==> src/rtl/ps2_pkg.sv <==
`default_nettype none
// +----------------------------------------------------------------------+
// | ps2_pkg : shared constants and frame-state encoding for PS/2 rx      |
// | Rev 1.0 : initial release                                            |
// +----------------------------------------------------------------------+
package ps2_pkg;

  localparam logic [7:0] PS2_EXT_PREFIX   = 8'hE0;
  localparam logic [7:0] PS2_BREAK_PREFIX = 8'hF0;
  localparam int         PS2_CODE_W       = 9;
  localparam int         PS2_MAP_W        = 1 << PS2_CODE_W;

  typedef enum logic [1:0] {
    ST_IDLE   = 2'd0,
    ST_DATA   = 2'd1,
    ST_PARITY = 2'd2,
    ST_STOP   = 2'd3
  } frame_state_t;

endpackage : ps2_pkg
`default_nettype wire

==> src/rtl/ps2_key_tracker_if.sv <==
`default_nettype none
// +----------------------------------------------------------------------+
// | ps2_key_tracker_if : raw PS/2 pins plus the key-map output bundle    |
// | Rev 1.0 : initial release                                            |
// +----------------------------------------------------------------------+
interface ps2_key_tracker_if;
  import ps2_pkg::*;

  logic                  PS2_CLK;
  logic                  PS2_DATA;
  logic [PS2_MAP_W-1:0]  key_down;
  logic [PS2_CODE_W-1:0] last_change;
  logic                  key_valid;

  modport master (
    input  PS2_CLK,
    input  PS2_DATA,
    output key_down,
    output last_change,
    output key_valid
  );

  modport slave (
    output PS2_CLK,
    output PS2_DATA,
    input  key_down,
    input  last_change,
    input  key_valid
  );

endinterface : ps2_key_tracker_if
`default_nettype wire

==> src/rtl/ps2_frame_rx.sv <==
`default_nettype none
// +----------------------------------------------------------------------+
// | ps2_frame_rx : sync, clock filter, 11-bit frame FSM with timeout     |
// | Rev 1.0 : initial release                                            |
// +----------------------------------------------------------------------+
module ps2_frame_rx
  import ps2_pkg::*;
#(
  parameter int FILTER_LEN     = 8,
  parameter int TIMEOUT_CYCLES = 100000
) (
  input  wire logic       clk,
  input  wire logic       rst,
  input  wire logic       PS2_CLK,
  input  wire logic       PS2_DATA,
  output logic            byte_valid,
  output logic [7:0]      rx_byte
);

  localparam int FW = $clog2(FILTER_LEN + 1);
  localparam int TW = $clog2(TIMEOUT_CYCLES + 1);

  logic          clk_s1_q, clk_s2_q, dat_s1_q, dat_s2_q;
  logic [FW-1:0] flt_cnt_q;
  logic          level_q, level_prev_q;
  logic          w_strobe;
  logic          w_timeout;

  frame_state_t  state_q;
  logic [2:0]    bit_cnt_q;
  logic [7:0]    shift_q;
  logic          parity_q;
  logic [TW-1:0] to_cnt_q;
  logic          byte_valid_q;
  logic [7:0]    rx_byte_q;

  always_ff @(posedge clk or posedge rst) begin
    if (rst) begin
      clk_s1_q     <= 1'b1;
      clk_s2_q     <= 1'b1;
      dat_s1_q     <= 1'b1;
      dat_s2_q     <= 1'b1;
      flt_cnt_q    <= '0;
      level_q      <= 1'b1;
      level_prev_q <= 1'b1;
    end else begin
      clk_s1_q     <= PS2_CLK;
      clk_s2_q     <= clk_s1_q;
      dat_s1_q     <= PS2_DATA;
      dat_s2_q     <= dat_s1_q;
      level_prev_q <= level_q;
      if (clk_s2_q == level_q) begin
        flt_cnt_q <= '0;
      end else if (flt_cnt_q == FW'(FILTER_LEN - 1)) begin
        level_q   <= clk_s2_q;
        flt_cnt_q <= '0;
      end else begin
        flt_cnt_q <= flt_cnt_q + 1'b1;
      end
    end
  end

  assign w_strobe  = level_prev_q & ~level_q;
  assign w_timeout = (to_cnt_q == TW'(TIMEOUT_CYCLES - 1));

  always_ff @(posedge clk or posedge rst) begin
    if (rst) begin
      state_q      <= ST_IDLE;
      bit_cnt_q    <= '0;
      shift_q      <= '0;
      parity_q     <= 1'b0;
      to_cnt_q     <= '0;
      byte_valid_q <= 1'b0;
      rx_byte_q    <= '0;
    end else begin
      byte_valid_q <= 1'b0;
      if (state_q == ST_IDLE || w_strobe) begin
        to_cnt_q <= '0;
      end else begin
        to_cnt_q <= to_cnt_q + 1'b1;
      end

      case (state_q)
        ST_IDLE: begin
          if (w_strobe && !dat_s2_q) begin
            state_q   <= ST_DATA;
            bit_cnt_q <= '0;
          end
        end
        ST_DATA: begin
          if (w_strobe) begin
            shift_q   <= {dat_s2_q, shift_q[7:1]};
            bit_cnt_q <= bit_cnt_q + 1'b1;
            if (bit_cnt_q == 3'd7) state_q <= ST_PARITY;
          end
        end
        ST_PARITY: begin
          if (w_strobe) begin
            parity_q <= dat_s2_q;
            state_q  <= ST_STOP;
          end
        end
        ST_STOP: begin
          if (w_strobe) begin
            if (dat_s2_q && (^{shift_q, parity_q})) begin
              byte_valid_q <= 1'b1;
              rx_byte_q    <= shift_q;
            end
            state_q <= ST_IDLE;
          end
        end
        default: state_q <= ST_IDLE;
      endcase

      // A strobe landing on the timeout cycle keeps the frame alive.
      if (state_q != ST_IDLE && !w_strobe && w_timeout) begin
        state_q <= ST_IDLE;
      end
    end
  end

  assign byte_valid = byte_valid_q;
  assign rx_byte    = rx_byte_q;

endmodule : ps2_frame_rx
`default_nettype wire

==> src/rtl/ps2_key_tracker.sv <==
`default_nettype none
// +----------------------------------------------------------------------+
// | ps2_key_tracker : PS/2 scan-code decoder keeping a 512-key map       |
// | Option macro: PS2_TYPEMATIC_FILTER_EN (suppress auto-repeat makes)   |
// | Rev 1.0 : initial release                                            |
// +----------------------------------------------------------------------+
module ps2_key_tracker
  import ps2_pkg::*;
#(
  parameter int FILTER_LEN     = 8,
  parameter int TIMEOUT_CYCLES = 100000
) (
  input  wire logic         clk,
  input  wire logic         rst,
  ps2_key_tracker_if.master bus
);

  logic                  w_byte_valid;
  logic [7:0]            w_rx_byte;
  logic [PS2_CODE_W-1:0] w_code;

  logic                  ext_q, brk_q;
  logic [PS2_MAP_W-1:0]  key_down_q;
  logic [PS2_CODE_W-1:0] last_change_q;
  logic                  key_valid_q;

  ps2_frame_rx #(
    .FILTER_LEN     (FILTER_LEN),
    .TIMEOUT_CYCLES (TIMEOUT_CYCLES)
  ) u_rx (
    .clk        (clk),
    .rst        (rst),
    .PS2_CLK    (bus.PS2_CLK),
    .PS2_DATA   (bus.PS2_DATA),
    .byte_valid (w_byte_valid),
    .rx_byte    (w_rx_byte)
  );

  assign w_code = {ext_q, w_rx_byte};

  always_ff @(posedge clk or posedge rst) begin
    if (rst) begin
      ext_q         <= 1'b0;
      brk_q         <= 1'b0;
      key_down_q    <= '0;
      last_change_q <= '0;
      key_valid_q   <= 1'b0;
    end else begin
      key_valid_q <= 1'b0;
      if (w_byte_valid) begin
        if (w_rx_byte == PS2_EXT_PREFIX) begin
          ext_q <= 1'b1;
        end else if (w_rx_byte == PS2_BREAK_PREFIX) begin
          brk_q <= 1'b1;
        end else begin
          ext_q              <= 1'b0;
          brk_q              <= 1'b0;
          key_down_q[w_code] <= !brk_q;
`ifdef PS2_TYPEMATIC_FILTER_EN
          if (brk_q || !key_down_q[w_code]) begin
            last_change_q <= w_code;
            key_valid_q   <= 1'b1;
          end
`else
          last_change_q <= w_code;
          key_valid_q   <= 1'b1;
`endif
        end
      end
    end
  end

  assign bus.key_down    = key_down_q;
  assign bus.last_change = last_change_q;
  assign bus.key_valid   = key_valid_q;

endmodule : ps2_key_tracker
`default_nettype wire
==> src/flat_wrapper.sv <==
// flat-port wrapper written by rule: the top's interface ports become plain ports
module ps2_key_tracker_flat import ps2_pkg::*;
#(
  parameter int FILTER_LEN     = 8,
  parameter int TIMEOUT_CYCLES = 100000
)
  (clk, rst, bus_PS2_CLK, bus_PS2_DATA, bus_key_down, bus_last_change, bus_key_valid);
  ps2_key_tracker_if bus_i ();
  input  wire logic clk;
  input  wire logic rst;
  input wire logic [$bits(bus_i.PS2_CLK)-1:0] bus_PS2_CLK;
  input wire logic [$bits(bus_i.PS2_DATA)-1:0] bus_PS2_DATA;
  output wire logic [$bits(bus_i.key_down)-1:0] bus_key_down;
  output wire logic [$bits(bus_i.last_change)-1:0] bus_last_change;
  output wire logic [$bits(bus_i.key_valid)-1:0] bus_key_valid;
  assign bus_i.PS2_CLK = bus_PS2_CLK;
  assign bus_i.PS2_DATA = bus_PS2_DATA;
  assign bus_key_down = bus_i.key_down;
  assign bus_last_change = bus_i.last_change;
  assign bus_key_valid = bus_i.key_valid;
  ps2_key_tracker #(.FILTER_LEN(FILTER_LEN), .TIMEOUT_CYCLES(TIMEOUT_CYCLES)) u_core (.clk(clk), .rst(rst), .bus(bus_i));
endmodule
==> config.mk <==
export PLATFORM = sky130hd
export DESIGN_NAME = ps2_key_tracker_flat
export DESIGN_NICKNAME = d
export VERILOG_FILES = /design/src/rtl/ps2_pkg.sv /design/src/rtl/ps2_key_tracker_if.sv /design/src/rtl/ps2_frame_rx.sv /design/src/rtl/ps2_key_tracker.sv /design/src/flat_wrapper.sv
export SDC_FILE = /design/constraint.sdc
export NUM_CORES = 1
export LEC_CHECK = 0
export BUFFER_PORTS_ARGS = -buffer_cell sky130_fd_sc_hd__buf_4
export CAP_MARGIN = 40
export CORE_UTILIZATION = 54
export DETAILED_ROUTE_END_ITERATION = 8
export PLACE_DENSITY = 0.8
export SLEW_MARGIN = 20
export SYNTH_ARGS = -nofsm -noshare
export SYNTH_HDL_FRONTEND = slang
export SYNTH_SLANG_ARGS = --single-unit
==> constraint.sdc <==
create_clock -name clk -period 21 [get_ports clk]
set_clock_uncertainty 0.15 [all_clocks]
set_input_delay 3.15 -clock clk [delete_from_list [all_inputs] [get_ports clk]]
set_output_delay 3.15 -clock clk [all_outputs]
set_load 0.1 [all_outputs]
; Word-level counts from Yosys, hierarchy flattened
; Cells that the tools add are included.
[totals]
register_bits = 574
in_bits = 4
output_inout_bits = 522
word_cells = 93
[op_classes]
n_addsub = 3
magnitude_cmp = 2
n_eq_ne = 17
muxes = 25
n_bitwise = 5
reduce_logical = 22
[op_table]
columns = operator, count
row1 = 512-bit bitwise mux, 1
row2 = "17-bit by 1-bit adder with 17-bit output, second input constant", 1
row3 = "17-bit == test, second input constant", 1
row4 = 17-bit two-way mux, 1
row5 = "8-bit == test, second input constant", 2
row6 = 2-bit two-way mux, 6
row7 = "3-bit != test, second input constant", 4
row8 = "9-bit by 10-bit less-than comparator with 1-bit output, second input constant", 1
row9 = 1-bit two-way mux, 10
row10 = 2-bit AND reduction, 5
row11 = 1-bit demux with 9-bit select, 1
row12 = "9-bit by 1-bit >= comparator with 1-bit output, second input constant", 1
row13 = 3-bit AND reduction, 3
row14 = 9-bit parity, 1
row15 = 4-bit two-way mux, 2
row16 = 2-bit one-hot mux with 4 select lines, 1
row17 = 3-bit two-way mux, 2
row18 = 3-bit one-hot mux with 2 select lines, 1
row19 = 1-bit logical AND, 5
row20 = 5-bit AND reduction, 1
row21 = "4-bit by 1-bit adder with 4-bit output, second input constant", 1
row22 = "2-bit == test, second input constant", 2
row23 = "4-bit by 3-bit == test with 1-bit output, second input constant", 1
row24 = "2-bit by 1-bit != test with 1-bit output, second input constant", 2
row25 = 12 further kinds, 18

; Logic depth before layout (Yosys ltp)
[logic_depth]
depth_word = 7
mapped_depth = 8
depth_no_buf = 7

; Cells and area by module
; Synthesis repeated with hierarchy kept, for this count alone.
[unflattened]
cells_unflattened = 2217
area_unflattened_um2 = 25986.2
[modules_own_cells]
columns = mod, instances, cells_each, area_per_inst_um2, seq_area_each_um2
row1 = ps2_key_tracker, 1, 2033, 23755.3, 13112.6
row2 = ps2_frame_rx, 1, 184, 2230.9, 1258.7

; Worst setup path before layout
; OpenSTA, ideal clock, no wires.
[synth_path]
kind = register to output
from = reg u_core.last_change_q[2] (netlist: u_core.bus.last_change[2])
to = out bus_last_change[2]
arrival_time_ns = 0.898
path_slack_ns = 16.802
path_stages_with_launch = 1
path_cell_list = dfrtp_1
[synth_lines]
columns = item, line
row1 = "start, declared", ps2_key_tracker.sv:24  ; logic [PS2_CODE_W-1:0] last_change_q;
row2 = "start signal, assigned", ps2_key_tracker.sv:65  ; last_change_q <= w_code;
row3 = "end, declared", flat_wrapper.sv:14  ; output wire logic [$bits(bus_i.last_change)-1:0] bus_last_change;
; No word-level cell between the ends.

==> flow_summary.ini <==
[clocking]
cts_root_buffer = clkbuf_16
h-tree-depth = 2
cts_buffers = 57
cts_buffer_depth = 3
clock-sinks = 574
cts.clk_slew.worst_paths_ps = 60
ctsHoldBuffers = 0
ctsResizeCount = 0
tritoncts = yes
cts_setup_buffers = 0
clock_latency_ps = 610

[timing]
period_minus_slack_ps = 4680
fmax_mhz = 214
slew_violations = 0
setup_viol = 0
rsz0062_at_grt = no
holdWs_ps = 206
hold_viol = 0
relSlewSlack = 0.477
fin_tns_setup_ps = 0
fin_crit_sh = 0.223
worstMarginPinSlew_ps = 782

[layout]
layout-drive-gt1-share = 0.293
num_antenna_cells = 0
syn2layout_area_growth_pct = 29.1
seq_area_mm2 = 0.0144
multi_input_area_mm2 = 0.00772
finalNetCount = 2539
nFillCells = 2959
finish.utilization = 0.708

[synth]
synth_seq_area_share = 0.623
ys_top_cells_by_count = dfrtp_1, a21oi_1, a31oi_1
syn_nets = 2144
yosysMostFrequentCell = dfrtp_1
synthTopCellsByArea = dfrtp_1, o31ai_1, a31oi_1
synth_cells = 2131
synthesis.area_mm2 = 0.0231
ys_ff_latch = 574
synthArstFlopShare = 1.00
synth_flop_cell = dfrtp_1
yosys.cell_types.count = 43
synth-edff-count = 0
yosysWarnings = 0
yosys.area.top_type = dfrtp_1
syn_avg_cell_area_um2 = 10.8
netlist.area_leader.share = 0.616

[setup_path]
worstSetupPathType = input port to async pin
reg2reg_to = u_core.bus.key_down[442]
end_kind = async pin
reg2reg_depth = 5
critical_path_arrival_ps = 5330
r2r-start = u_core.brk_q
path_max_fanout = 102
start_kind = input port
required_ps = 21650
r2r_slack_ps = 18190

[grt]
met3_usage = 0.0966
gr-total-overflow = 0
grt_max_degree = 121
grt_pass1_wl_um = 114000
use_met2 = 0.541
use_met1 = 0.435
first_global_vias = 18695
antenna_found_initial = 0
track_usage = 0.338
busiest_layer = met2

[run_status]
status = finished clean

[floorplan]
num_rows = 75
io_pins = 526
core_mm2 = 0.0420
dieHeight_um = 209
dieArea_mm2 = 0.0435
initial_core_util = 0.549
die_width_um = 209

[pwr]
finalPower_mw = 2.31
p_leak_nw = 14.3
powerDensity_mw_per_mm2 = 77.4
vdd_ir_drop_max_uv = 59.0

[job]
cap_violations = 0

[placed_design]
dp_hpwl_um = 49900
place_congestion = 0.868
numPortBuffers = 525

[drt]
first_pass_iters = 6
wl_um = 75100
num_vias = 19684
drtIter0Drc = 2240
final_antenna_net_count = 0
via_per_inst = 6.33
wl_per_cell_um = 24.1
drc = 0

[min_path]
hold_path_startpoint = u_core.u_rx.clk_s1_q
hold_end = u_core.u_rx.clk_s2_q
whs_path_depth = 0
hp-class = flop to flop
worst max-delay path: stages:
cell    delay (ps)
buf_4          140
inv_8          140
buf_16         420
buf_4          260
buf_16         280
buf_4          570
buf_12         290
cells in the final DEF, fill, tap and decap left out, types with 22 or more instances in the layout:
cell type / synthesis / layout
a21oi_1: 278 / 278
a31oi_1: 268 / 268
buf_4: 0 / 562
clkbuf_16: 0 / 59
dfrtp_1: 568 / 567
nand2_1: 59 / 58
nand3_1: 22 / 22
nor2_1: 53 / 26
o21ai_0: 253 / 253
o31ai_1: 240 / 240
final cells by class:
| type | instances | area share |
|---|---|---|
| flip-flops and latches | 574 | 0.483 |
| multi-input cells | 1279 | 0.259 |
| repair buffers | 606 | 0.170 |
| clock buffers | 91 | 0.0590 |
| well taps | 539 | 0.0226 |
| clock inverters | 12 | 0.00487 |
| inverters | 8 | 0.00126 |
where the power goes:
group | total (mW) | internal (mW) | switching (mW)
registers | 1.14 | 1.12 | 0.0151
logic | 0.134 | 0.0414 | 0.0923
clock network | 1.03 | 0.607 | 0.428
registers in the layout, indices dropped and copies added (netlist names), 2 cells and up:
name	flops
u_core.u_rx.to_cnt_q	17
u_core.u_rx.flt_cnt_q	4
u_core.bus.key_down	512
u_core.u_rx.bit_cnt_q	3
u_core.u_rx.shift_q	8
u_core.u_rx.rx_byte	8
u_core.u_rx.state_q	2
u_core.bus.last_change	9
per-layer routing:
metal  routed length, um  share of wire  vias up
met3                7880           0.11      194
met2               35700           0.48     1043
met5                   0              0        -
li1                    -              -     8733
met1               28400           0.38     9714
met4                3090          0.041        0
metrics by stage:
stage               cell area [um^2]  setup WS (ps)  cells
floorplan                      23100           1650   2131
global placement               27000          14160   2962
detailed placement             27800          15260   3002
CTS                            29700          15920   3105
global route                   29800          16030   3109
finish                         29800          16320   3109
worst max-delay path by stage:
stage | start | to | slack [ps] | cells after the start
4_1_cts | rst | u_core.bus.key_down[5] | 15920 | 5
3_3_place_gp | rst | u_core.bus.key_down[273] | 14160 | 5
5_1_grt | rst | u_core.bus.key_down[0] | 16030 | 7
3_5_place_dp | rst | u_core.bus.key_down[0] | 15260 | 5
2_1_floorplan | rst | u_core.brk_q | 1650 | 1
6_report | rst | u_core.bus.key_down[5] | 16320 | 7
logic make-up after synthesis:
family | after synthesis | synth area share
adder cells (fa/ha/maj) | 9 | 0.00488
flip-flops | 574 | 0.623
AND/OR/NAND/NOR | 185 | 0.0374
buffers and inverters | 278 | 0.0476
XOR/XNOR | 20 | 0.00792
AO/OA/AOI/OAI | 1048 | 0.270
multiplexers | 17 | 0.00879
(Power assumes the default switching activity.)
